--- config.mk ---
export PLATFORM = sky130hd
export DESIGN_NAME = trig_ctrl_n
export DESIGN_NICKNAME = d
export VERILOG_FILES = /design/src/rtl/trig_pkg.sv /design/src/rtl/trig_sync_edge.sv /design/src/rtl/trig_ctrl_n.sv
export SDC_FILE = /design/constraint.sdc
export NUM_CORES = 1
export LEC_CHECK = 0
export ABC_AREA = 1
export CORE_UTILIZATION = 45
export DETAILED_ROUTE_END_ITERATION = 8
export PLACE_DENSITY = 0.82
export REMOVE_ABC_BUFFERS = 1
export SLEW_MARGIN = 20
export SYNTH_ARGS = -nofsm -noshare
export SYNTH_HDL_FRONTEND = slang
export SYNTH_SLANG_ARGS = --single-unit
--- constraint.sdc ---
create_clock -name clk -period 3.8 [get_ports clk]
set_clock_uncertainty 0.15 [all_clocks]
set_input_delay 0.76 -clock clk [delete_from_list [all_inputs] [get_ports clk]]
set_output_delay 0.76 -clock clk [all_outputs]
set_load 0.02 [all_outputs]
--- src/rtl/trig_pkg.sv ---
// trig_pkg: shared state encoding and edge_mode constants for the trigger controller
package trig_pkg;
  typedef enum logic [1:0] {IDLE = 2'd0, HOLDOFF = 2'd1, ARMED = 2'd2, TRIGGERED = 2'd3} trig_state_t;
  localparam logic [1:0] EM_RISE = 2'b00;
  localparam logic [1:0] EM_FALL = 2'b01;
  localparam logic [1:0] EM_EITHER = 2'b10;
  localparam logic [1:0] EM_LEVEL = 2'b11;
endpackage

--- src/rtl/trig_sync_edge.sv ---
// trig_sync_edge: 2-flop synchronizer plus history flop with edge/level detection
module trig_sync_edge (
  input  logic clk,
  input  logic rst_n,
  input  logic din,
  output logic rise,
  output logic fall,
  output logic level
);
  logic s1, s2, h;
  always_ff @(posedge clk or negedge rst_n)
    if (!rst_n) {s1, s2, h} <= 3'b000;
    else {s1, s2, h} <= {din, s1, s2};
  assign rise = s2 & ~h;
  assign fall = ~s2 & h;
  assign level = s2;
endmodule

--- src/rtl/trig_ctrl_n.sv ---
// trig_ctrl_n: selectable-channel trigger controller with holdoff, force and capture release
module trig_ctrl_n
  import trig_pkg::*;
#(
  parameter int N_CH = 4,
  parameter int HOLD_W = 16
) (
  input  logic                    clk,
  input  logic                    rst_n,
  input  logic [N_CH-1:0]         trig_in,
  input  logic [$clog2(N_CH)-1:0] src_sel,
  input  logic [1:0]              edge_mode,
  input  logic [HOLD_W-1:0]       holdoff,
  input  logic                    arm,
  input  logic                    trig_en,
  input  logic                    force_trig,
  input  logic                    set_capture_done,
  output logic                    trigger,
  output logic                    trig_pulse,
  output logic [$clog2(N_CH)-1:0] trig_src,
  output logic [1:0]              state_o
);
  trig_state_t state, nxt;
  logic [HOLD_W-1:0] cnt, cnt_nxt;
  logic [N_CH-1:0] rise, fall, lvl;
  logic evt, hit;
  genvar i;
  // history lives per channel so switching src_sel cannot fake an edge
  generate
    for (i = 0; i < N_CH; i++) begin : g_ch
      trig_sync_edge u_sync (.clk(clk), .rst_n(rst_n), .din(trig_in[i]), .rise(rise[i]), .fall(fall[i]), .level(lvl[i]));
    end
  endgenerate
  assign evt = edge_mode == EM_RISE   ? rise[src_sel] :
               edge_mode == EM_FALL   ? fall[src_sel] :
               edge_mode == EM_EITHER ? rise[src_sel] | fall[src_sel] : lvl[src_sel];
  assign hit = state == ARMED && (force_trig || (trig_en && evt));
  always_comb begin
    nxt = state;
    cnt_nxt = cnt;
    case (state)
      IDLE: if (arm) begin
        cnt_nxt = holdoff;
        nxt = holdoff == '0 ? ARMED : HOLDOFF;
      end
      HOLDOFF: begin
        cnt_nxt = cnt - HOLD_W'(1);
        if (cnt == HOLD_W'(1)) nxt = ARMED;
      end
      ARMED: if (hit) nxt = TRIGGERED;
      default: ;
    endcase
    if (set_capture_done) nxt = IDLE;
  end
  always_ff @(posedge clk or negedge rst_n)
    if (!rst_n) begin
      state <= IDLE;
      cnt <= '0;
      trigger <= 1'b0;
      trig_pulse <= 1'b0;
      trig_src <= '0;
    end else begin
      state <= nxt;
      cnt <= cnt_nxt;
      trigger <= nxt == TRIGGERED;
      trig_pulse <= nxt == TRIGGERED && state != TRIGGERED;
      if (nxt == TRIGGERED && state != TRIGGERED) trig_src <= src_sel;
    end
  assign state_o = state;
endmodule
### Word level (Yosys, flattened, before mapping)

Index checks and enable logic that the tools add are counted.

* add/sub/neg operators: 1
* equal/unequal tests: 8
* bitwise logic cells: 17
* mux-type cells: 17
* reduce and logical (&&, ||, !) cells: 9
* order comparisons: 1

Operators with widths (count)
* case mux 16 bit (2 select lines): 1
* == test 16 x 1 -> 1 bit, second input constant: 1
* zero test 16 bit: 1
* 2-to-1 mux 16 bit: 1
* subtractor 16 x 1 -> 16 bit, second input constant: 1
* 2-to-1 mux 2 bit: 5
* bitwise AND 1 bit: 8
* NOT 1 bit: 8
* binary-select mux 1 bit (select 2 bit): 3
* == test 2 bit, second input constant: 3
* 2-to-1 mux 1 bit: 6
* case mux 2 bit (3 select lines): 1
* == test 2 x 1 -> 1 bit, second input constant: 2
* zero test 2 bit: 2
* inequality test 2 bit, second input constant: 2
* logical AND 1 bit: 3
* less-than comparator 2 x 3 -> 1 bit, second input constant: 1
* AND reduction 2 bit: 1
* nonzero test 2 bit: 1
* logical OR 1 bit: 1
* bitwise OR 1 bit: 1

* bits in registers: 34
* logic and storage cells: 70

### Logic depth before layout (Yosys ltp)

* depth after elaboration: 16
* depth in mapped cells: 14
* depth with buffers taken out: 14

### Modules after synthesis

From an unflattened synthesis, not the netlist that was laid out.

* cell total of the unflattened synthesis: 254
* area total of the unflattened synthesis: 1924.3 µm²

Modules (own cells, without submodules)
* trig_ctrl_n: instances 1, cells each 226, area each 1564.0 µm²
* trig_sync_edge: instances 4, cells each 7, area each 90.1 µm²

### Worst setup path after synthesis

No wires, ideal clock.

* path kind: input port to flip-flop
* start point: in src_sel[0]
* end point: reg trig_src[0]
* setup slack: 1.842 ns
* library setup time: 0.117 ns
* path buffers: 1
* data arrival time: 1.691 ns
* stages on the path: 13
* path through: buf_2 -> nor2_1 -> nand2_1 -> nand3_1 -> nand3_1 -> nand3_1 -> nand2_1 -> nand2_1 -> nand2_1 -> nand2_2 -> nand3_2 -> nand2_1 -> nand2_1

* longest elaborated chain between the ends: 14

RTL lines
* from (decl): RTL line trig_ctrl_n.sv:11 `input logic [$clog2(N_CH)-1:0] src_sel,`
* binary-select mux 1 bit (select 2 bit) (on tied branches): RTL line trig_ctrl_n.sv:34, trig_ctrl_n.sv:36, trig_ctrl_n.sv:35
* 2-to-1 mux 1 bit (on tied branches): RTL line trig_ctrl_n.sv:34, trig_ctrl_n.sv:36, trig_ctrl_n.sv:35
* bitwise OR 1 bit: RTL line trig_ctrl_n.sv:36 `edge_mode == EM_EITHER ? rise[src_sel] | fall[src_sel] : lvl[src_sel];`
* 2-to-1 mux 1 bit: RTL line trig_ctrl_n.sv:36
* 2-to-1 mux 1 bit: RTL line trig_ctrl_n.sv:35 `edge_mode == EM_FALL ? fall[src_sel] :`
* 2-to-1 mux 1 bit: RTL line trig_ctrl_n.sv:34 `assign evt = edge_mode == EM_RISE ? rise[src_sel] :`
* logical AND 1 bit: RTL line trig_ctrl_n.sv:37 `assign hit = state == ARMED && (force_trig || (trig_en && evt));`
* logical OR 1 bit: RTL line trig_ctrl_n.sv:37
* logical AND 1 bit: RTL line trig_ctrl_n.sv:37
* 2-to-1 mux 2 bit: RTL line trig_ctrl_n.sv:50 `ARMED: if (hit) nxt = TRIGGERED;`
* case mux 2 bit (3 select lines): RTL line trig_ctrl_n.sv:41 `case (state)`
* 2-to-1 mux 2 bit: RTL line trig_ctrl_n.sv:53 `if (set_capture_done) nxt = IDLE;`
* == test 2 bit: RTL line trig_ctrl_n.sv:67 `if (nxt == TRIGGERED && state != TRIGGERED) trig_src <= src_sel;`
* logical AND 1 bit: RTL line trig_ctrl_n.sv:67
* to (signal assigned): RTL line trig_ctrl_n.sv:67
* to (decl): RTL line trig_ctrl_n.sv:20 `output logic [$clog2(N_CH)-1:0] trig_src,`

Parallel ways exist; a longest one is shown, timed or not. The select of a mux whose other input is x is not followed.
A chain may end at the register's enable or synchronous reset.

### Final worst setup path

* start point: reg state[0], in the netlist state_o[0]
* end point: out state_o[0]

RTL lines
* from (decl): RTL line trig_ctrl_n.sv:23 `trig_state_t state, nxt;`
* from (signal assigned): RTL line trig_ctrl_n.sv:63 `state <= nxt;`
* to (decl): RTL line trig_ctrl_n.sv:21 `output logic [1:0] state_o`

No word-level cell between the ends.

==> run summary <==
Commonest non-fill, non-tap cells in the layout: 53 x nand2_1, 35 x clkdlybuf4s50_1, 34 x dfrtp_1
Cell Area, Synth: 1880 um^2
Main combinational cell family by area after synthesis: simple AND/OR/NAND/NOR gates
H-tree depth: 2
Minimum clock period: 2.37 ns
Synth area leaders: dfrtp_1 45%, nand2_1 11%, inv_1 5.2%, nor2_1 5.0%, nand3_1 4.0%
Critical path fanouts, max: 7
I/O pin cnt: 36
RR Startpoint: state_o[0]
Hold_sp: g_ch[0].u_sync.s1
Setup Buffers After CTS: 0
RePlAce Congestion: 0.883
Drt first-iter violations: 126
Fin cells: 325
Buffers added on ports: 35
Pin count of the biggest net entering global routing: 35
Maximum vdd drop: 0.256 mV
Hold Vio Cnt, Final: 0
Crit path max-delay family: buffers and inverters
Hold WC Path Type: flop to flop
Worst path cell trace: clkdlybuf4s50_1
CTS sink count: 34
CTS tree: yes
Mux cell area share after synthesis: 0%
Slowest-stage cell, CP: clkdlybuf4s50_1
Status: complete, no violations
GRT overflow: 0
Post-Synth XOR/XNOR Area: 0.933%
Vias/cell: 5.20
Post-Synth Simple-Gate Area: 32.0%
Placed cell count: 317
Synth Area in Compound Gates: 12.5%
Final setup violation count: 0
ANT nets after route: 0
Routed len/inst: 12.4 um
Count of pins over their slew limit: 0
First-pass GRT wire length: 6760 um
Final Cycle Share: 62.5%
Total CTS buffers: 5
Num rows: 23
First-pass DRT Iterations: 4
Critical path launch point type: flop
Setup crit end kind: primary output
Remaining DRCs: 0
Tightest Pin Transition: 0.432 ns
Initial antenna violation count: 0
Pwr/cell area: 387 nW/um^2
CP bufs+invs: 1
Area share of the largest cell type after synthesis: 45.3%
Seq cells post-synth: 34
Max stage delay on crit path: 0.67 ns
Clock Tree Root: clkbuf_8
Register area share after synthesis: 45.3%
Core area: 4000 um^2
Tot Pwr: 0.000918 W
Post-Route WL: 4020 um
Gate Count Post-Synth: 234
Hold bufs inserted after CTS: 0
Die Height: 66.6 um
Setup TNS: 0 ns
Crit. Startpoint: state_o[0]
Insertion delay to the later sink of the worst-skew pair: 0.28 ns
Post-CTS Resized: 0
Max Cap Viol: 0
Post-synth cell types: 35
Worst EP arrival: 1.46 ns
WP data required: 2.89 ns
Die width: 66.6 um
Post-synthesis area per instance: 8.02 um^2
Ys Warns: 0
Leak: 1.07 nW
Die Area: 4430 um^2
CTS max path bufs: 2
Vias in the first global route: 1579
Dpl hpwl: 2970 um
Relative slew slack: 71.2%
Layout Area Growth over Synthesis: 26.4%
Gr usage total: 20.5%
ANT cells: 0
Filler cells: 356
Final #Nets: 306
Most area-hungry cell type in the Yosys netlist: dfrtp_1
RSZ-0062 raised after global routing: false
Vias: 1691
Max frequency: 421 MHz
Starting Density: 46.9%
WS Path Type: flop to primary output
Post-Synth Adder-Cell Area: 1.33%
Layout cell share with drive strength beyond 1: 13.8%
Most common cell after layout, fill and taps aside: nand2_1
Clk slew on worst S/H paths: 0.07 ns
==> metrics by stage <==
stage / cell area (um^2) / utilization, % / hold WS (ns) / setup WS, ns
6_report: 2370 / 59.3 / 0.197 / 1.43
4_1_cts: 2370 / 59.3 / 0.205 / 1.41
5_1_grt: 2370 / 59.3 / 0.208 / 1.29
3_3_place_gp: 2280 / 57.0 / 0.184 / 1.32
2_1_floorplan: 1860 / - / 0.181 / 2.00
3_5_place_dp: 2280 / 57.0 / 0.191 / 1.25
==> final cells by class <==
class                   count  area (um^2)  share of cell area [%]
inverters                  35          131                    5.54
flip-flops and latches     34          851                    35.9
repair buffers             36          358                    15.1
well taps                  50         62.6                    2.64
clock inverters             1         5.00                   0.211
multi-input cells         162          878                    37.0
clock buffers               7         86.3                    3.64
==> power breakdown <==
part | internal, W | switching [W] | leakage, nW | total [W]
clock | 0.000146 | 0.000122 | 0.0482 | 0.000268
sequential | 0.000403 | 0.0000409 | 0.410 | 0.000444
combinational | 0.0000880 | 0.000118 | 0.617 | 0.000206
==> kinds of logic after synthesis <==
kind of cell,count (synthesis)
DFF,34
adders and majority gates,2
and+or+nand+nor,123
xor gates and xnor gates,2
AOI/OAI and AO/OA,35
buffers and inverters,38
==> layer usage <==
metal | GRT usage, % | vias up | part of all wire [%] | wire length [um]
met1 | 26.9 | 781 | 47 | 1880
li1 | - | 846 | - | -
met4 | 7.71 | 0 | 1.9 | 78
met5 | 0 | - | 0 | 0
met3 | 4.11 | 8 | 5.5 | 222
met2 | 33.1 | 56 | 46 | 1840
==> flip-flops by register name, indices dropped and copies added, names as in the netlist <==
| name | flops |
|---|---|
| g_ch.u_sync.s1 | 4 |
| state_o | 2 |
| g_ch.u_sync.h | 4 |
| g_ch.u_sync.level | 4 |
| trig_pulse | 1 |
| trigger | 1 |
| cnt | 16 |
| trig_src | 2 |
==> cells in the mapped netlist, drive strengths merged <==
library cell and n:
a21oi 5, a221oi 1, a22oi 1, a31oi 1, buf 2, clkbuf 1, clkinv 1, dfrtp 34
ha 2, inv 34, nand2 59, nand3 19, nand3b 1, nand4 5, nor2 34, nor3 2
nor4 2, o211ai 6, o21ai 14, o221ai 1, o22ai 4, o311ai 2, or2 1, xor2 2
==> worst paths after layout <==
kind                                        end  slack [ns]  depth (start not counted)
min                        g_ch[0].u_sync.level        0.20                          0
max                                  state_o[0]        1.43                          1
max in group asynchronous     g_ch[0].u_sync.s1        2.46                          2
min in group asynchronous                cnt[2]        0.73                          2
min reg2reg                g_ch[0].u_sync.level        0.20                          0
max reg2reg                              cnt[7]        1.77                          9
(Power assumes the default switching activity.)
